===== config.mk =====
export PLATFORM = sky130hd
export DESIGN_NAME = pmem_stream_loader_flat
export DESIGN_NICKNAME = d
export VERILOG_FILES = /design/src/rtl/pmem_stream_loader_if.sv /design/src/rtl/pmem_stream_loader.sv /design/src/flat_wrapper.sv
export SDC_FILE = /design/constraint.sdc
export NUM_CORES = 1
export LEC_CHECK = 0
export CAP_MARGIN = 30
export CORE_AREA = 2 2 97 99
export DETAILED_ROUTE_END_ITERATION = 16
export DIE_AREA = 0 0 99 101
export GPL_ROUTABILITY_DRIVEN = 0
export GPL_TIMING_DRIVEN = 0
export HOLD_SLACK_MARGIN = 0.08
export MAX_ROUTING_LAYER = met4
export PLACE_DENSITY = 0.54
export SLEW_MARGIN = 40
export SYNTH_ARGS = -nofsm -noshare
export SYNTH_HDL_FRONTEND = slang
export SYNTH_SLANG_ARGS = --single-unit
export TNS_END_PERCENT = 100

===== constraint.sdc =====
create_clock -name clk -period 1.6 [get_ports clk]
set_input_delay 0.32 -clock clk [delete_from_list [all_inputs] [get_ports clk]]
set_output_delay 0.32 -clock clk [all_outputs]
set_load 0.02 [all_outputs]

===== src/rtl/pmem_stream_loader_if.sv =====
// pmem_stream_loader_if
//   Groups the byte-stream handshake and the PMem load port of the
//   program loader into one bundle.
//   Signals:
//     in_valid  source has a byte on in_data
//     in_data   stream byte
//     in_ready  loader accepts the byte this cycle
//     LE        PMem load enable, one-cycle pulse per instruction
//     LA        PMem load address
//     LI        PMem load instruction
//   Modports:
//     slave   the loader (consumes the stream, drives the PMem port)
//     master  the programming source / bench (drives the stream, observes PMem port)
interface pmem_stream_loader_if #(
    parameter int ADDR_W  = 8,
    parameter int INSTR_W = 12
);
    logic               in_valid;
    logic [7:0]         in_data;
    logic               in_ready;
    logic               LE;
    logic [ADDR_W-1:0]  LA;
    logic [INSTR_W-1:0] LI;

    modport slave (
        input  in_valid,
        input  in_data,
        output in_ready,
        output LE,
        output LA,
        output LI
    );

    modport master (
        output in_valid,
        output in_data,
        input  in_ready,
        input  LE,
        input  LA,
        input  LI
    );
endinterface


===== src/rtl/pmem_stream_loader.sv =====
// pmem_stream_loader
//   Byte-stream program loader. Packs byte pairs (high nibble byte, low byte)
//   into INSTR_W-bit instructions, writes them to consecutive PMem addresses
//   starting at 0, then compares a trailing XOR checksum byte.
//   Ports:
//     clk        system clock, all state on posedge
//     rst        synchronous reset, active-high
//     start      begin a load session (honoured only in IDLE/DONE)
//     busy       session in progress
//     load_done  session complete, held until next start/rst
//     chk_err    checksum mismatch on the last session
//     bus        stream handshake + PMem load port (slave modport)
module pmem_stream_loader #(
    parameter int ADDR_W   = 8,
    parameter int INSTR_W  = 12,
    parameter int PROG_LEN = 26
) (
    input  logic                    clk,
    input  logic                    rst,
    input  logic                    start,
    output logic                    busy,
    output logic                    load_done,
    output logic                    chk_err,
    pmem_stream_loader_if.slave     bus
);

    localparam logic [2:0] S_IDLE = 3'd0;
    localparam logic [2:0] S_HI   = 3'd1;
    localparam logic [2:0] S_LO   = 3'd2;
    localparam logic [2:0] S_WR   = 3'd3;
    localparam logic [2:0] S_CHK  = 3'd4;
    localparam logic [2:0] S_DONE = 3'd5;

    localparam int HI_W = INSTR_W - 8;
    localparam logic [ADDR_W-1:0] LAST_ADDR = ADDR_W'(PROG_LEN - 1);

    logic [2:0]         state_q,     state_d;
    logic [ADDR_W-1:0]  addr_q,      addr_d;
    logic [7:0]         xor_q,       xor_d;
    logic [HI_W-1:0]    hi_q,        hi_d;
    logic [ADDR_W-1:0]  la_q,        la_d;
    logic [INSTR_W-1:0] li_q,        li_d;
    logic               load_done_q, load_done_d;
    logic               chk_err_q,   chk_err_d;

    logic in_ready;
    logic xfer;

    // in_ready is a pure state decode so it never depends on in_valid.
    assign in_ready = (state_q == S_HI) || (state_q == S_LO) || (state_q == S_CHK);
    assign xfer     = bus.in_valid && in_ready;

    assign bus.in_ready = in_ready;
    assign bus.LE       = (state_q == S_WR);
    assign bus.LA       = la_q;
    assign bus.LI       = li_q;
    assign busy         = (state_q == S_HI) || (state_q == S_LO) ||
                          (state_q == S_WR) || (state_q == S_CHK);
    assign load_done    = load_done_q;
    assign chk_err      = chk_err_q;

    always_comb begin
        state_d     = state_q;
        addr_d      = addr_q;
        xor_d       = xor_q;
        hi_d        = hi_q;
        la_d        = la_q;
        li_d        = li_q;
        load_done_d = load_done_q;
        chk_err_d   = chk_err_q;

        case (state_q)
            S_IDLE, S_DONE: begin
                if (start) begin
                    state_d     = S_HI;
                    addr_d      = '0;
                    xor_d       = '0;
                    load_done_d = 1'b0;
                    chk_err_d   = 1'b0;
                end
            end
            S_HI: begin
                // Unused upper bits of the high byte still feed the checksum.
                if (xfer) begin
                    hi_d    = bus.in_data[HI_W-1:0];
                    xor_d   = xor_q ^ bus.in_data;
                    state_d = S_LO;
                end
            end
            S_LO: begin
                // LA/LI are loaded on the way into WR so they are valid during
                // the LE cycle and then hold until the next write.
                if (xfer) begin
                    la_d    = addr_q;
                    li_d    = {hi_q, bus.in_data};
                    xor_d   = xor_q ^ bus.in_data;
                    state_d = S_WR;
                end
            end
            S_WR: begin
                if (addr_q == LAST_ADDR) begin
                    state_d = S_CHK;
                end else begin
                    addr_d  = addr_q + ADDR_W'(1);
                    state_d = S_HI;
                end
            end
            S_CHK: begin
                if (xfer) begin
                    chk_err_d   = (bus.in_data != xor_q);
                    load_done_d = 1'b1;
                    state_d     = S_DONE;
                end
            end
            default: state_d = S_IDLE;
        endcase
    end

    always_ff @(posedge clk) begin
        if (rst) begin
            state_q     <= S_IDLE;
            addr_q      <= '0;
            xor_q       <= '0;
            hi_q        <= '0;
            la_q        <= '0;
            li_q        <= '0;
            load_done_q <= 1'b0;
            chk_err_q   <= 1'b0;
        end else begin
            state_q     <= state_d;
            addr_q      <= addr_d;
            xor_q       <= xor_d;
            hi_q        <= hi_d;
            la_q        <= la_d;
            li_q        <= li_d;
            load_done_q <= load_done_d;
            chk_err_q   <= chk_err_d;
        end
    end

endmodule


===== src/flat_wrapper.sv =====
// flat-port wrapper written by rule: the top's interface ports become plain ports
module pmem_stream_loader_flat 
#(
    parameter int ADDR_W   = 8,
    parameter int INSTR_W  = 12,
    parameter int PROG_LEN = 26
)
  (clk, rst, start, busy, load_done, chk_err, bus_in_valid, bus_in_data, bus_in_ready, bus_LE, bus_LA, bus_LI);
  pmem_stream_loader_if #(.ADDR_W(ADDR_W), .INSTR_W(INSTR_W)) bus_i ();
  input  logic clk;
  input  logic rst;
  input  logic start;
  output logic busy;
  output logic load_done;
  output logic chk_err;
  input wire logic [$bits(bus_i.in_valid)-1:0] bus_in_valid;
  input wire logic [$bits(bus_i.in_data)-1:0] bus_in_data;
  output wire logic [$bits(bus_i.in_ready)-1:0] bus_in_ready;
  output wire logic [$bits(bus_i.LE)-1:0] bus_LE;
  output wire logic [$bits(bus_i.LA)-1:0] bus_LA;
  output wire logic [$bits(bus_i.LI)-1:0] bus_LI;
  assign bus_i.in_valid = bus_in_valid;
  assign bus_i.in_data = bus_in_data;
  assign bus_in_ready = bus_i.in_ready;
  assign bus_LE = bus_i.LE;
  assign bus_LA = bus_i.LA;
  assign bus_LI = bus_i.LI;
  pmem_stream_loader #(.ADDR_W(ADDR_W), .INSTR_W(INSTR_W), .PROG_LEN(PROG_LEN)) u_core (.clk(clk), .rst(rst), .start(start), .busy(busy), .load_done(load_done), .chk_err(chk_err), .bus(bus_i));
endmodule

# ---- Word level (Yosys, flattened, before mapping)
# Cells that the tools add are included.
dict set report word_totals {
  reg_bits 45
  inputBits 12
  wordCells 56
}
dict set report classes {
  n_reduce_logical 17
  n_mux 16
  eq_ne 13
  bitwise 1
  n_addsub 1
}
# op n
set op_table {}
lappend op_table {{8-bit case mux with 2 select lines} 2}
lappend op_table {{8-bit 2-to-1 mux} 3}
lappend op_table {{3-bit 2-to-1 mux} 5}
lappend op_table {{3-bit case mux with 5 select lines} 1}
lappend op_table {{3-bit AND reduction} 3}
lappend op_table {{8-bit by 1-bit adder with 8-bit output, second input constant} 1}
lappend op_table {{8-bit by 5-bit equality test with 1-bit output, second input constant} 1}
lappend op_table {{2-bit by 1-bit inequality test with 1-bit output, second input constant} 4}
lappend op_table {{8-bit inequality test} 1}
lappend op_table {{8-bit XOR} 1}
lappend op_table {{3-bit by 2-bit equality test with 1-bit output, second input constant} 2}
lappend op_table {{3-bit equality test, second input constant} 2}
lappend op_table {{2-bit nonzero test} 3}
lappend op_table {{1-bit logical OR} 4}
lappend op_table {{2-bit inequality test, second input constant} 2}
lappend op_table {{1-bit case mux with 2 select lines} 2}
lappend op_table {{2-bit AND reduction} 2}
lappend op_table {{4-bit AND reduction} 1}
lappend op_table {{2-bit OR reduction} 2}
lappend op_table {{3-bit by 1-bit equality test with 1-bit output, second input constant} 1}
lappend op_table {{3-bit logical NOT} 1}
lappend op_table {{1-bit 2-to-1 mux} 3}
lappend op_table {{1-bit logical AND} 1}

# ---- Longest topological paths before layout
# Gate-level depths: netlist of the first run.
dict set report depth {
  depth_word 6
  ltp_mapped 7
  depth_no_buf 6
}

# ---- Least setup slack after synthesis of the first run
# Ideal clock, no wire load.
dict set report synth_timing {
  kind {flip-flop to flip-flop}
  startpoint {reg u_core.state_q[0]}
  endpoint {reg u_core.xor_q[0]}
  arrival_ps 1377
  path_buffers 3
  required_ps 1512
  path_stages_with_launch 8
  path_slack_ps 135
  cell_sequence {dfxtp_1 buf_6 nand2b_1 a21o_1 buf_6 nand2b_4 buf_6 o32ai_2}
}
dict set report synth_via {
  elab_chain_cells 6
}
# element line_no
set synth_rtl {}
lappend synth_rtl {{start: declaration} pmem_stream_loader.sv:37} ;# logic [2:0] state_q, state_d;
lappend synth_rtl {{start signal: assignment} pmem_stream_loader.sv:130} ;# state_q <= state_d;
lappend synth_rtl {{3-bit by 1-bit equality test with 1-bit output or 3-bit by 2-bit equality test with 1-bit output (tied branches)} {pmem_stream_loader.sv:50, pmem_stream_loader.sv:72}}
lappend synth_rtl {{1-bit logical OR (2 in a row)} pmem_stream_loader.sv:50} ;# assign in_ready = (state_q == S_HI) || (state_q == S_LO) || (state_q == S_CHK);
lappend synth_rtl {{1-bit logical AND} pmem_stream_loader.sv:51} ;# assign xfer = bus.in_valid && in_ready;
lappend synth_rtl {{2-bit by 1-bit inequality test with 1-bit output (no line)} -}
lappend synth_rtl {{3-bit AND reduction (no line)} -}
lappend synth_rtl {{end signal: assignment} pmem_stream_loader.sv:132} ;# xor_q <= xor_d;
lappend synth_rtl {{end: declaration} pmem_stream_loader.sv:39} ;# logic [7:0] xor_q, xor_d;
# Several ways; a longest one is shown, not always the timed one.
# A chain may end at the register's enable or synchronous reset.

# ---- Worst setup path in the final report of the first run
dict set report layout_timing {
  startpoint {reg u_core.state_q[1]}
  endpoint {out bus_in_ready}
}
dict set report layout_via {
  elab_chain_cells 3
}
# element line_no
set layout_rtl {}
lappend layout_rtl {{3-bit by 1-bit equality test with 1-bit output or 3-bit by 2-bit equality test with 1-bit output (tied branches)} pmem_stream_loader.sv:50}
lappend layout_rtl {{1-bit logical OR} pmem_stream_loader.sv:50}
lappend layout_rtl {{1-bit logical OR (*)} pmem_stream_loader.sv:50}
lappend layout_rtl {{end: declaration} flat_wrapper.sv:18} ;# output wire logic [$bits(bus_i.in_ready)-1:0] bus_in_ready;
# Every way passes the cells marked *; elsewhere a longest branch is shown, timed or not.

==> out/results.tsv, run 1 <==
metric	value	unit
synth_seq_area_share	40.8	%
crit_required	1.28	ns
coreArea	8980	um2
crit_type	reg -> out	
finalCriticalPeriod	1.58	ns
holdWs	0.457	ns
outcome	completed	
synth_ff_type	dfxtp_1	
p_comb_share	28.2	%
dr_wl_met2	2900	um
clock_latency	0.30	ns
dieArea	10000	um2
antenna_cells	0	
clockPowerShare	33.2	%
worst-path-buf-inv	2	
worst-path-max-fanout	6	
final_nets	330	
slowest_delay	0.33	ns
pin_count	37	
swShare	28.9	%
drc	0	
slew_viol_final	0	
synth_edf_count	0	
most-common-layout-cells	nand2_1 (54), dfxtp_1 (40), a21oi_1 (28)	
wl_per_cell	13.8	um
cpMostUsedCell	buf_6	
fin_setup_tns	0	ns
grt_pass1_wl	9860	um
rsz0062_at_grt	yes	
syn_area_per_cell	8.46	um2
cts.clk_slew.worst_paths	0.09	ns
power_density	1010	nW/um2
routed-wl-met3	196	um
min_period_over_period	99.0	%
wl_met1	2770	um
synth.net_count	275	
syn2layout_area_growth	40.8	%
rrSetupSlack	0.03	ns
gr-usage-all-layers	12.6	%
drv_cap	0	
rows	35	
clock_path_buffers	2	
antenna_left	0	
avgViaCountPerCell	4.71	
fmax	632	MHz
drive_above_1_share	21.1	%
regArea	912	um2
ir_drop	0.491	mV
place_ws	-0.539	ns
firstDrtPassIters	4	
internal_power	2230	uW
endpoint_kind	output port	
antenna_found_initial	0	
worstMarginPinSlew	0.544	ns
grt_pass1_vias	2005	
yosysUniqueCellTypes	44	
setup_viol	0	
top_layer	met4	
hold_path.class	reg -> reg	
switchingPower	908	uW
multiInputGateArea	1290	um2
fin_ws	0.0166	ns
cts_made_buffers	5	
cts_sinks	45	
drt-initial-drc-count	46	
grt_overflow	0	
arrival	1.26	ns
slowest_stage	dfxtp_2	
async_reset_ff_share	0	%
synth-seq-cells	45	
relSlewSlack	63.7	%
io_buffers	36	
finClkSkew	0.00374	ns
drt_wl_total	5930	um
synthesis.area	2210	um2
yosys_warnings	0	
grt_max_degree	16	
vias	2017	
die_h	101	um
die_w	99	um
cts_tree	done	
ctsHoldBuffers	0	
final_core_util	34.6	%
leakagePower	0.00140	uW
fill_cells	909	
cp_cell_sequence	buf_6, nand2b_4, a21o_1, nand2_2, buf_6	
final_common_cell	nand2_1	
critPathTopFamily	flip-flops	
hold_violations	0	
cts-root-buf	clkbuf_8	
startpoint_type	flop	
dp_hpwl	4130	um
synth_cells	261	
seq_power_share	38.7	%
initial_core_util	24.6	%
htreeDepth	2	
==> metrics by stage <==
step	instances	area (um2)	total power [uW]
after global placement	408	2710	1970
final	428	3110	3140
after detailed placement	408	2710	1980
after floorplan	261	2210	1760
after CTS	426	2970	3140
after global routing	428	3110	3320
==> cell usage after synthesis (2+ instances only) <==
library cell / instances / area, um2
o21a_1: 8 / 60.1
o32ai_1: 5 / 43.8
xnor2_1: 6 / 52.6
nor2_1: 5 / 18.8
nand2_1: 56 / 210
mux2i_1: 11 / 110
a211oi_1: 2 / 15.0
dfxtp_1: 45 / 901
buf_2: 6 / 30.0
or3_1: 2 / 12.5
a21oi_1: 30 / 150
nand4b_1: 2 / 17.5
o32ai_2: 4 / 65.1
and2_1: 2 / 12.5
buf_6: 3 / 33.8
nand4_1: 5 / 31.3
clkbuf_1: 5 / 18.8
ha_1: 2 / 25.0
inv_1: 8 / 30.0
a31oi_1: 2 / 12.5
nand2b_1: 16 / 100
o21ai_0: 2 / 10.0
nand3_1: 13 / 65.1
==> sequential cells by signal, indices dropped and copies added, names as in the netlist <==
name,cells
u_core.addr_q,8
u_core.chk_err,1
u_core.bus.LA,8
u_core.xor_q,8
u_core.bus.LI,12
u_core.hi_q,4
u_core.state_q,3
u_core.load_done,1
==> power groups by stage <==
stage               logic, uW  clock network (uW)  registers (uW)
global route              967                1140            1220
CTS                       847                1070            1220
floorplan                 516                   0            1240
global placement          730                   0            1240
finish                    885                1040            1210
detailed placement        738                   0            1240
==> worst reg2reg max path, cell delays in order, from the launching register on <==
cell,delay (ns)
dfxtp_1,0.30
buf_2,0.16
nor4_2,0.34
a31oi_1,0.21
a2111o_1,0.45
nand2_1,0.06
==> area by class of cell <==
class                   instances  area share [%]
repair buffers                 49            16.0
plain buffers                  14            3.10
clock inverters                 3            2.21
multi-input cells             192            41.6
flip-flops and latches         45            29.3
inverters                       9            1.09
clock buffers                   5            2.21
well taps                     111            4.47
==> worst paths after layout <==
| path | from | end | cells past startpoint |
|---|---|---|---|
| setup / recovery | u_core.state_q[1] | bus_in_ready | 5 |
| hold / removal | u_core.bus.LA[3] | u_core.bus.LA[3] | 2 |
| setup reg to reg | u_core.addr_q[2] | u_core.addr_q[2] | 5 |
| hold reg to reg | u_core.bus.LA[3] | u_core.bus.LA[3] | 2 |
==> cells by family after synthesis <==
logic type | after synthesis | share of synthesized area, %
buf+inv | 24 | 5.44
fa+ha+maj | 2 | 1.13
xor+xnor | 6 | 2.38
mux | 12 | 5.50
compound gates | 59 | 19.1
flops | 45 | 40.8
simple gates | 113 | 25.7
==> what timing repair did <==
item | in CTS | in global routing
gates resized for setup | 33 | 42
buffers inserted | 10 | 3
setup endpoints to repair | 44 | 60
pin swaps | 2 | 1
hold endpoints to repair | 0 | 0
==> metal layers <==
metal | GRT usage [%] | up-vias
met3 | 2.64 | 6
met2 | 20.8 | 36
met4 | 2.85 | 0
li1 | - | 1022
met1 | 15.9 | 953
met5 | - | -
Power figures use the tool's default switching activity.
==> run 2: changes to the inputs <==
Settings changed: GPL_ROUTABILITY_DRIVEN 0 to default, REMOVE_ABC_BUFFERS from default to 1.
==> run 2 against run 1 <==
Clock skew increased by 0.0033 ns. Total power down 1.6%. Largest power group unchanged. Hold slack worse by 0.0043 ns. Via count grew 0.89%. Die area stayed put. Utilization grew 0.70 points. Sequential share of layout area is 0.34 points lower. Non-clock buffer count shrank 2. Flip-flop and latch count did not move.
==> out/results.tsv, run 2 (synthesized netlist as in run 1, its figures left out) <==
metric	value	unit	change
outcome	completed		unchanged
crit_type	reg -> reg		was reg -> out
min-delay-start	u_core.bus.LA[5]		was u_core.bus.LA[3]
initial_core_util	24.6	%	unchanged
timing.rr.start	u_core.addr_q[2]		unchanged
most-common-layout-cells	nand2_1 (54), dfxtp_1 (40), a21oi_1 (28)		unchanged
cp_cell_sequence	nand4b_1, o21ai_4, or4_4, a21oi_2		was buf_6, nand2b_4, a21o_1, nand2_2, buf_6
antenna_found_initial	0		unchanged
fin_ws	0.0229	ns	was 0.0166 ns
critPathLaunch	u_core.addr_q[2]		was u_core.state_q[1]
rows	35		unchanged
place_ws	-0.989	ns	was -0.539 ns
die_h	101	um	unchanged
htreeDepth	2		unchanged
wl_per_cell	13.3	um	was 13.8 um
finalCriticalPeriod	1.58	ns	about the same
crit_required	1.84	ns	was 1.28 ns
final_area	3170	um2	was 3110 um2
io_buffers	36		unchanged
die_w	99	um	unchanged
fmax	634	MHz	was 632 MHz
antenna_left	0		unchanged
rsz0062_at_grt	yes		unchanged
startpoint_type	flop		unchanged
gr-usage-all-layers	11.5	%	was 12.6%
clock_path_buffers	2		unchanged
worst-path-buf-inv	0		was 2
largest_reg_flops	12		unchanged
pin_count	37		unchanged
worst-path-max-fanout	9		was 6
relSlewSlack	63.0	%	was 63.7%
setup_viol	0		unchanged
leakagePower	0.00123	uW	was 0.00140 uW
ir_drop	0.433	mV	was 0.491 mV
placed_area	2670	um2	was 2710 um2
slew_viol_final	0		unchanged
drt_wl_total	5690	um	was 5930 um
finClkSkew	0.00700	ns	was 0.00374 ns
worstMarginPinSlew	0.555	ns	was 0.544 ns
slowest_delay	0.53	ns	was 0.33 ns
final_common_cell	nand2_1		unchanged
gp_congestion	0.810		
dieArea	10000	um2	unchanged
clock_latency	0.30	ns	about the same
total_power	3090	uW	was 3140 uW
vias	2035		was 2017
grt_pass1_wl	9070	um	was 9860 um
endpoint_kind	flop		was output port
hold_violations	0		unchanged
min_period_over_period	98.6	%	was 99.0%
grt_pass1_vias	1893		was 2005
drive_above_1_share	21.8	%	was 21.1%
final_nets	329		was 330
coreArea	8980	um2	unchanged
dp_hpwl	3680	um	was 4130 um
cts_sinks	45		unchanged
firstDrtPassIters	4		unchanged
syn2layout_area_growth	43.7	%	was 40.8%
cts_made_buffers	5		unchanged
drc	0		unchanged
arrival	1.81	ns	was 1.26 ns
grt_max_degree	25		was 16
grt_overflow	0		unchanged
antenna_cells	0		unchanged
cts-root-buf	clkbuf_8		unchanged
final_core_util	35.3	%	was 34.6%
avgViaCountPerCell	4.77		was 4.71
holdWs	0.453	ns	was 0.457 ns
cts.clk_slew.worst_paths	0.09	ns	about the same
hold_path.class	reg -> reg		unchanged
drv_cap	0		unchanged
power_density	974	nW/um2	was 1010 nW/um2
cts_tree	done		unchanged
ctsHoldBuffers	0		unchanged
slowest_stage	dfxtp_1		was dfxtp_2
critPathTopFamily	simple AND/OR/NAND/NOR gates		was flip-flops
drt-initial-drc-count	112		was 46
run 2: cell count changes in the layout (fill, tap and decap cells not counted), moves of 2 or more:
cell and change:
dfxtp_4 +3, clkbuf_2 -3, dfxtp_2 -3, buf_4 +5, clkdlybuf4s50_1 +8, buf_2 -2, dlymetal6s2s_1 -10
run 2: layout make-up:
cell class | instances | area [um2]
inverters | 9 | 33.8
clock inverters | 1 | 30.0
multi-input cells | 193 | 1370
flip-flops and latches | 45 | 920
clock buffers | 7 | 86.3
well taps | 111 | 139
repair buffers | 61 | 596
fillers | 917 | 5800
run 2: final timing paths:
path | endpoint | slack [ns] | cells after the start
setup / recovery | u_core.addr_q[1] | 0.02 | 4
hold reg to reg | u_core.bus.LA[5] | 0.45 | 2
hold / removal | u_core.bus.LA[5] | 0.45 | 2
setup reg to reg | u_core.addr_q[1] | 0.02 | 4
run 2: stage by stage:
stage | std cells | setup TNS [ns]
final | 427 | 0
after global routing | 427 | -0.161
after CTS | 412 | -0.0349
after detailed placement | 396 | -21.78
after global placement | 393 | -67.15
after floorplan | 246 | -11.50
run 2: tightest hold or removal path: stages (launching register included):
cell     delay [ns]
dfxtp_1        0.31
nand2_1        0.05
a21oi_1        0.05
run 2: metal layers:
metal / share of wire [%] / GRT usage, % / vias to the layer above
met2: 50 / 19.3 / 44
met5: 0 / - / -
met4: 0.84 / 3.16 / 0
li1: - / - / 1024
met1: 45 / 14.3 / 960
met3: 4.0 / 2.22 / 7
run 2: timing repair:
item,4_1_cts,5_1_grt
buffers inserted,7,15
endpoints found under the setup margin,46,47
hold endpoints to repair,0,0
pin swaps,4,7
gates resized for setup,34,36
cloned,1,0
run 2: where the power goes:
group          total [uW]  leakage [uW]  switching (uW)  internal [uW]
logic                 954      0.000804             469            485
clock network         905     0.0000585             395            510
registers            1230      0.000367            53.5           1180
